## config.mk

```make
export PLATFORM = sky130hd
export DESIGN_NAME = exec_mem_stage
export DESIGN_NICKNAME = d
export VERILOG_FILES = /design/src/rtl/exec_mem_stage.sv
export SDC_FILE = /design/constraint.sdc
export NUM_CORES = 2
export LEC_CHECK = 0
export ABC_CLOCK_PERIOD_IN_PS = 192800
export CAP_MARGIN = 30
export CORE_MARGIN = 10
export CORE_UTILIZATION = 40
export DETAILED_ROUTE_END_ITERATION = 16
export GPL_TIMING_DRIVEN = 0
export PLACE_DENSITY = 0.52
export SLEW_MARGIN = 20
export SYNTH_ARGS = -nofsm -noshare
export SYNTH_HDL_FRONTEND = slang
export SYNTH_SLANG_ARGS = --single-unit
```

## constraint.sdc

```tcl
create_clock -name clk -period 192.8 [get_ports clk]
set_input_delay 38.56 -clock clk [delete_from_list [all_inputs] [get_ports clk]]
set_output_delay 38.56 -clock clk [all_outputs]
set_load 0.01 [all_outputs]
```

## src/rtl/exec_mem_stage.sv

```systemverilog
// Execute/memory slice: ALU control decode, 32-bit ALU, and a word-addressed
// data memory indexed by the ALU result (combinational read, synchronous write).
module exec_mem_stage #(
    parameter int unsigned DEPTH = 64,
    parameter int unsigned AW    = 6
) (
    input  logic        clk,
    input  logic        reset,
    input  logic [1:0]  alu_op,
    input  logic [2:0]  funct3,
    input  logic        op5,
    input  logic        funct7_5,
    input  logic [31:0] src_a,
    input  logic [31:0] src_b,
    input  logic        mem_write,
    input  logic [31:0] write_data,
    output logic [2:0]  alu_control,
    output logic [31:0] alu_result,
    output logic        zero,
    output logic [31:0] read_data
);

    localparam logic [2:0] ALU_ADD = 3'b000;
    localparam logic [2:0] ALU_SUB = 3'b001;
    localparam logic [2:0] ALU_AND = 3'b010;
    localparam logic [2:0] ALU_OR  = 3'b011;
    localparam logic [2:0] ALU_XOR = 3'b100;
    localparam logic [2:0] ALU_SLT = 3'b101;

    logic [31:0]   r_mem [DEPTH];
    logic [AW-1:0] w_index;
    logic          w_slt;

    // ALU control decode from main-decoder class and instruction fields
    always_comb begin
        alu_control = ALU_ADD;
        case (alu_op)
            2'b00:   alu_control = ALU_ADD;
            2'b01:   alu_control = ALU_SUB;
            2'b10: begin
                case (funct3)
                    3'b000:  alu_control = (op5 && funct7_5) ? ALU_SUB : ALU_ADD;
                    3'b010:  alu_control = ALU_SLT;
                    3'b100:  alu_control = ALU_XOR;
                    3'b110:  alu_control = ALU_OR;
                    3'b111:  alu_control = ALU_AND;
                    default: alu_control = ALU_ADD;
                endcase
            end
            default: alu_control = ALU_ADD;
        endcase
    end

    assign w_slt = ($signed(src_a) < $signed(src_b));

    always_comb begin
        alu_result = 32'd0;
        case (alu_control)
            ALU_ADD: alu_result = src_a + src_b;
            ALU_SUB: alu_result = src_a - src_b;
            ALU_AND: alu_result = src_a & src_b;
            ALU_OR:  alu_result = src_a | src_b;
            ALU_XOR: alu_result = src_a ^ src_b;
            ALU_SLT: alu_result = {31'd0, w_slt};
            default: alu_result = 32'd0;
        endcase
    end

    assign zero = (alu_result == 32'd0);

    // Byte offset and upper bits are dropped, so addresses wrap modulo DEPTH words
    assign w_index = alu_result[AW+1:2];

    always_ff @(posedge clk or posedge reset) begin
        if (reset) begin
            for (int unsigned i = 0; i < DEPTH; i++) begin
                r_mem[i] <= 32'd0;
            end
        end else if (mem_write) begin
            r_mem[w_index] <= write_data;
        end
    end

    assign read_data = r_mem[w_index];

endmodule

```

# Yosys cells after proc, flatten, opt, wreduce, memory -nomap -nowiden
# Cells that the tools add are included.
[word_totals]
ff_bits = 2048
latchBits = 0
ramBits = 0
mem_bits_ro = 0
input_bits = 106
output_inout_bits = 68
elab_cells = 99
memories = 0
[classes]
add_sub_neg = 2
multipliers = 0
div_mod_pow = 0
n_lt_le_gt_ge = 3
eq_ne = 11
shift = 0
muxes = 10
bitwise = 4
reduce_logical = 5
[ops]
columns = ["operator", "n"]
rows = [
  ["bitwise mux 2048 bit", 1],
  ["binary-select mux 32 bit (select 6 bit)", 1],
  ["demux 32 bit (select 6 bit)", 1],
  ["case mux 32 bit (6 select lines)", 1],
  ["two-way mux 32 bit", 3],
  ["adder 32 bit", 1],
  ["AND 32 bit", 1],
  ["logical NOT 32 bit", 1],
  ["less-than comparator 32 bit", 1],
  ["OR 32 bit", 1],
  ["subtractor 32 bit", 1],
  ["bitwise XOR 32 bit", 1],
  ["== test 3 bit, second input constant", 5],
  ["case mux 3 bit (5 select lines)", 1],
  ["== test 3 x 2 -> 1 bit, second input constant", 3],
  [">= comparator 7 bit, second input constant", 1],
  ["less-than comparator 7 x 1 -> 1 bit, second input constant", 1],
  ["inverter 6 -> 7 bit", 1],
  ["logical NOT 3 bit", 2],
  ["case mux 3 bit (2 select lines)", 1],
  ["== test 3 x 1 -> 1 bit, second input constant", 1],
  ["== test 2 x 1 -> 1 bit, second input constant", 1],
  ["== test 2 bit, second input constant", 1],
  ["logical AND 1 bit", 2],
  ["two-way mux 1 bit", 1],
]

# Depth between registers and ports, before layout
[logic_depth]
depth_word = 12
depth_mapped = 20
depth_no_buf = 15

# Worst setup path after synthesis
# OpenSTA, ideal clock, no wires.
[synth_path]
path_type = "input -> output"
from = "input src_a[0]"
to = "output zero"
arrival_ps = 41972
setup_slack_ps = 112268
path_stages = 14
path_buffers = 0
cell_sequence = "inv_1 ha_1 fa_1 o21ba_2 a2111o_1 a221oi_1 o21ai_0 o21ai_1 a31oi_1 o31a_1 or3_1 a211oi_1 nand4b_1 nor4_1"
[synth_between]
elab_chain_len = 3
word_cells_on_any_way = 8
cone_classes = "add/sub (2); order compare (1); mux (1); bitwise (3); reduce/logical (1)"
[synth_rtl]
columns = ["element", "line", "source"]
rows = [
  ["start, declared", "13", "input logic [31:0] src_a,"],
  ["subtractor 32 bit (tied with other cells)", "60", "ALU_SUB: alu_result = src_a - src_b;"],
  ["case mux 32 bit (6 select lines) (*)", "58", "case (alu_control)"],
  ["logical NOT 32 bit (*)", "69", "assign zero = (alu_result == 32'd0);"],
  ["end, declared", "19", "output logic zero,"],
]
# Every way passes the cells marked *; elsewhere a longest branch is shown, timed or not.

# Worst setup path in the final report
[layout_path]
from = "input alu_op[1]"
to = "output read_data[6]"
[layout_between]
elab_chain_len = 8
word_cells_on_any_way = 14
cone_classes = "eq/ne (7); mux (5); bitwise (1); reduce/logical (1)"
[layout_rtl]
columns = ["element", "line", "source"]
rows = [
  ["start, declared", "9", "input logic [1:0] alu_op,"],
  ["== test 2 bit or == test 2 x 1 -> 1 bit (tied branches)", "37", "case (alu_op)"],
  ["case mux 3 bit (2 select lines) (*)", "37", ""],
  ["== test 3 bit (tied with other cells)", "58", ""],
  ["case mux 32 bit (6 select lines) (*)", "58", ""],
  ["inverter 6 -> 7 bit (not written as such) (*)", "84", "assign read_data = r_mem[w_index];"],
  ["binary-select mux 32 bit (select 6 bit) (*)", "84", ""],
  ["two-way mux 32 bit (not written as such) (*) (2 in series)", "84", ""],
  ["end, declared", "20", "output logic [31:0] read_data"],
]
# Every way passes the cells marked *; elsewhere a longest branch is shown, timed or not. The select of a mux whose other input is x is not followed.

==> results_dict.tcl <==
set metrics [dict create \
    status "finished, final reports clean" \
    dieArea_um2 273000 \
    num_vias 92800 \
    synth_ff_type "dfrtp_1" \
    coreArea_um2 251000 \
    cp-start-kind "input pin" \
    yosys.area.top_type "dfrtp_1" \
    synth.area.top_cells "dfrtp_1 (51%), mux2_2 (23%), nand2_1 (7.6%), nand3_1 (7.0%), clkbuf_1 (1.6%)" \
    viasPerCell 6.65 \
    regToRegSetupSlack_ns 191.95 \
    drive_gt1_frac 0.300 \
    p_leak_nw 55.5 \
    grt_usage 0.421 \
    maxUsedRoutingLayer "met5" \
    grt_pass1_vias 84400 \
    port_buffers 141 \
    cts_sinks 2048 \
    syn_avg_cell_area_um2 10.4 \
    cts_made_buffers 226 \
    wirelength_um 597000 \
    ys_ff_latch 2048 \
    detail_route.iter0.violations 15700 \
    clkTransAtPathRegs_ns 0.06 \
    dpl_cell_area_um2 110000 \
    nets 10500 \
    first_pass_iters 9 \
    r2r-start "r_mem[994]" \
    maxSlewViolCount 0 \
    ir_worst_vdd_uv 10.9 \
    relSlewSlack 0.156 \
    post_drt_wl_per_cell_um 42.8 \
    ys_seq_area_frac 0.507 \
    worst_clock_skew_ns 0 \
    cp-startpoint "alu_op[1]" \
    crit_chain "clkdlybuf4s50_1 > inv_1 > ha_1 > or2_4 > o221ai_4 > inv_2 > nor2_1 > a211oi_1 > and2_1 > inv_2 > buf_2 > buf_1 > buf_2 > clkbuf_2 > nand3_1 > a21oi_1 > nor2_1 > nand4_1 > clkdlybuf4s50_1" \
    rsz0062_at_grt "no" \
    globalplace.congestion 1.05 \
    clk_path_buf_depth 3 \
    dp_cells 13400 \
    setup_tns_ns 0 \
    power_density_nw_per_um2 14.9 \
    worst-endpoint-arrival_ns 46.65 \
    dieWidth_um 523 \
    synth_edf_count 0 \
    pre_cts_slack_ns 108.17 \
    clock-root-buffer "clkbuf_16" \
    fin_area_um2 119000 \
    grt_max_degree 105 \
    multiInputGateArea_um2 45800 \
    largest_reg_flops 2048 \
    cts_tree "done" \
    cp_slowest_cell "clkbuf_2" \
    antenna_found_initial 113 \
    critical_path.max_fanout 10 \
    worst_slack_ns 107.59 \
    dr_wl_met2_um 234000 \
    clk_latency_ns 0.96 \
    hp-class "reg2reg" \
    drv_cap 0 \
    grt_first_pass_wirelength_um 773000 \
    stdcell_count 14000 \
    cts-resized-gates 0 \
    post-dp-hpwl_um 421000 \
    yosysUniqueCellTypes 84 \
    die_h_um 523 \
    register_area_um2 51200 \
    h-tree-depth 4 \
    crit_end "read_data[6]" \
    gr-total-overflow 0 \
    syn-num-nets 9969 \
    synthArstFlopShare 1.00 \
    r2r_cells 1 \
    fillers 23500 \
    wl_met1_um 222000 \
    drc 0 \
    end_kind "output pin" \
    synth-warning-count 0 \
    post-cts-setup-buffers 0 \
    top_register "r_mem" \
    cp.required_ns 154.24 \
    critical_path_class "in2out" \
    fin_crit_ns 85.21 \
    hold_viol_final 0 \
    wl_met3_um 88300 \
    reg2reg_to "r_mem[994]" \
    yosys.area.top_type_share 0.507 \
    syn_area_um2 101000 \
    netlist_instances 9761 \
    setup_viol 0 \
    rows 184 \
    fin_crit_sh 0.442 \
    antenna_left 0 \
    fin_util 0.472 \
    max_stage_delay_ns 0.81 \
    worstMarginPinSlew_ns 1.27 \
    start_util 0.402 \
    syn_to_final_growth_pct 17.4 \
    holdBufCountCts 0 \
    boundaryPins 174 \
    fmax_ghz 0.0117 \
    largest_registers "r_mem: 2048 flops" \
]
-- per-layer routing --
metal,global-route usage,vias to the layer above
li1,-,34900
met1,0.523,47400
met2,0.560,8177
met3,0.202,2229
met4,0.308,67
met5,0.0149,-
-- layout by cell type (no fill, tap or decap), types with 40 or more instances in the layout --
cell	instances
clkbuf_8	73
clkbuf_16	229
dfrtp_1	2048
nand4_1	49
diode_2	114
inv_1	103
nor3_1	47
nand2_1	2051
buf_2	347
clkbuf_1	313
buf_12	40
mux2i_1	50
ha_1	100
buf_16	69
mux2_2	2030
buf_1	90
clkdlybuf4s50_1	141
buf_6	53
nand3_1	1421
nor2_1	200
clkbuf_2	159
o21ai_0	72
a21oi_1	321
-- worst min path at each step --
stage	slack (ns)	to	start	depth (start not counted)
floorplan	0.46	r_mem[869]	r_mem[869]	1
global placement	0.47	r_mem[873]	r_mem[873]	1
detailed placement	0.47	r_mem[2047]	r_mem[2047]	1
CTS	0.49	r_mem[2047]	r_mem[2047]	1
global route	0.49	r_mem[874]	r_mem[874]	1
finish	0.49	r_mem[879]	r_mem[879]	1
-- cell usage after synthesis, drive strengths merged, types with 10 or more instances --
library cell  number
mux2i             50
o211ai            19
a31oi             13
ha               100
clkbuf           430
o221ai            15
nand2b            12
nand3           1421
a21oi            321
buf              445
inv              111
nor2             212
a211oi            18
and2              15
nor3              51
nand4             49
dfrtp           2048
a21o              12
a2111oi           10
nand2           2055
or3               13
o21ai             74
mux2            2048
a221oi            11
nor4              18
-- cell families after synthesis --
group,count (synthesis),synth area share
mux,2098,0.233
flops,2048,0.507
simple gates,3898,0.168
xor+xnor,12,0.00104
fa+ha+maj,102,0.0128
buf+inv,987,0.0403
compound gates,616,0.0379
-- metrics by stage --
stage                     power (W)  hold slack (ns)
after detailed placement    0.00127            0.475
after floorplan             0.00100            0.458
after global routing        0.00181            0.494
after global placement      0.00124            0.466
after CTS                   0.00173            0.489
final                       0.00177            0.489
-- worst max-delay path: cells and delay by family --
kind | cells | cell delay, ns
adders and majority gates | 1 | 0.31
and+or+nand+nor | 6 | 2.21
AOI/OAI and AO/OA | 3 | 1.10
buffers and inverters | 9 | 4.41
-- power by group --
group	switching, W	total, W	internal (W)	leakage, nW
Combinational	0.000384	0.000615	0.000230	24.4
Clock	0.000199	0.000462	0.000262	3.83
Sequential	0.0000923	0.000696	0.000604	27.2
-- cell type report --
type / instances / share of cell area
sequential: 2048 / 0.432
multi-input combinational: 6726 / 0.386
clock buffer: 344 / 0.0581
timing repair buffer: 324 / 0.0419
tap: 3348 / 0.0353
buffer: 875 / 0.0334
clock inverter: 66 / 0.00742
inverter: 112 / 0.00361
antenna: 114 / 0.00240
Note: power is estimated with default switching activity, not from simulation.
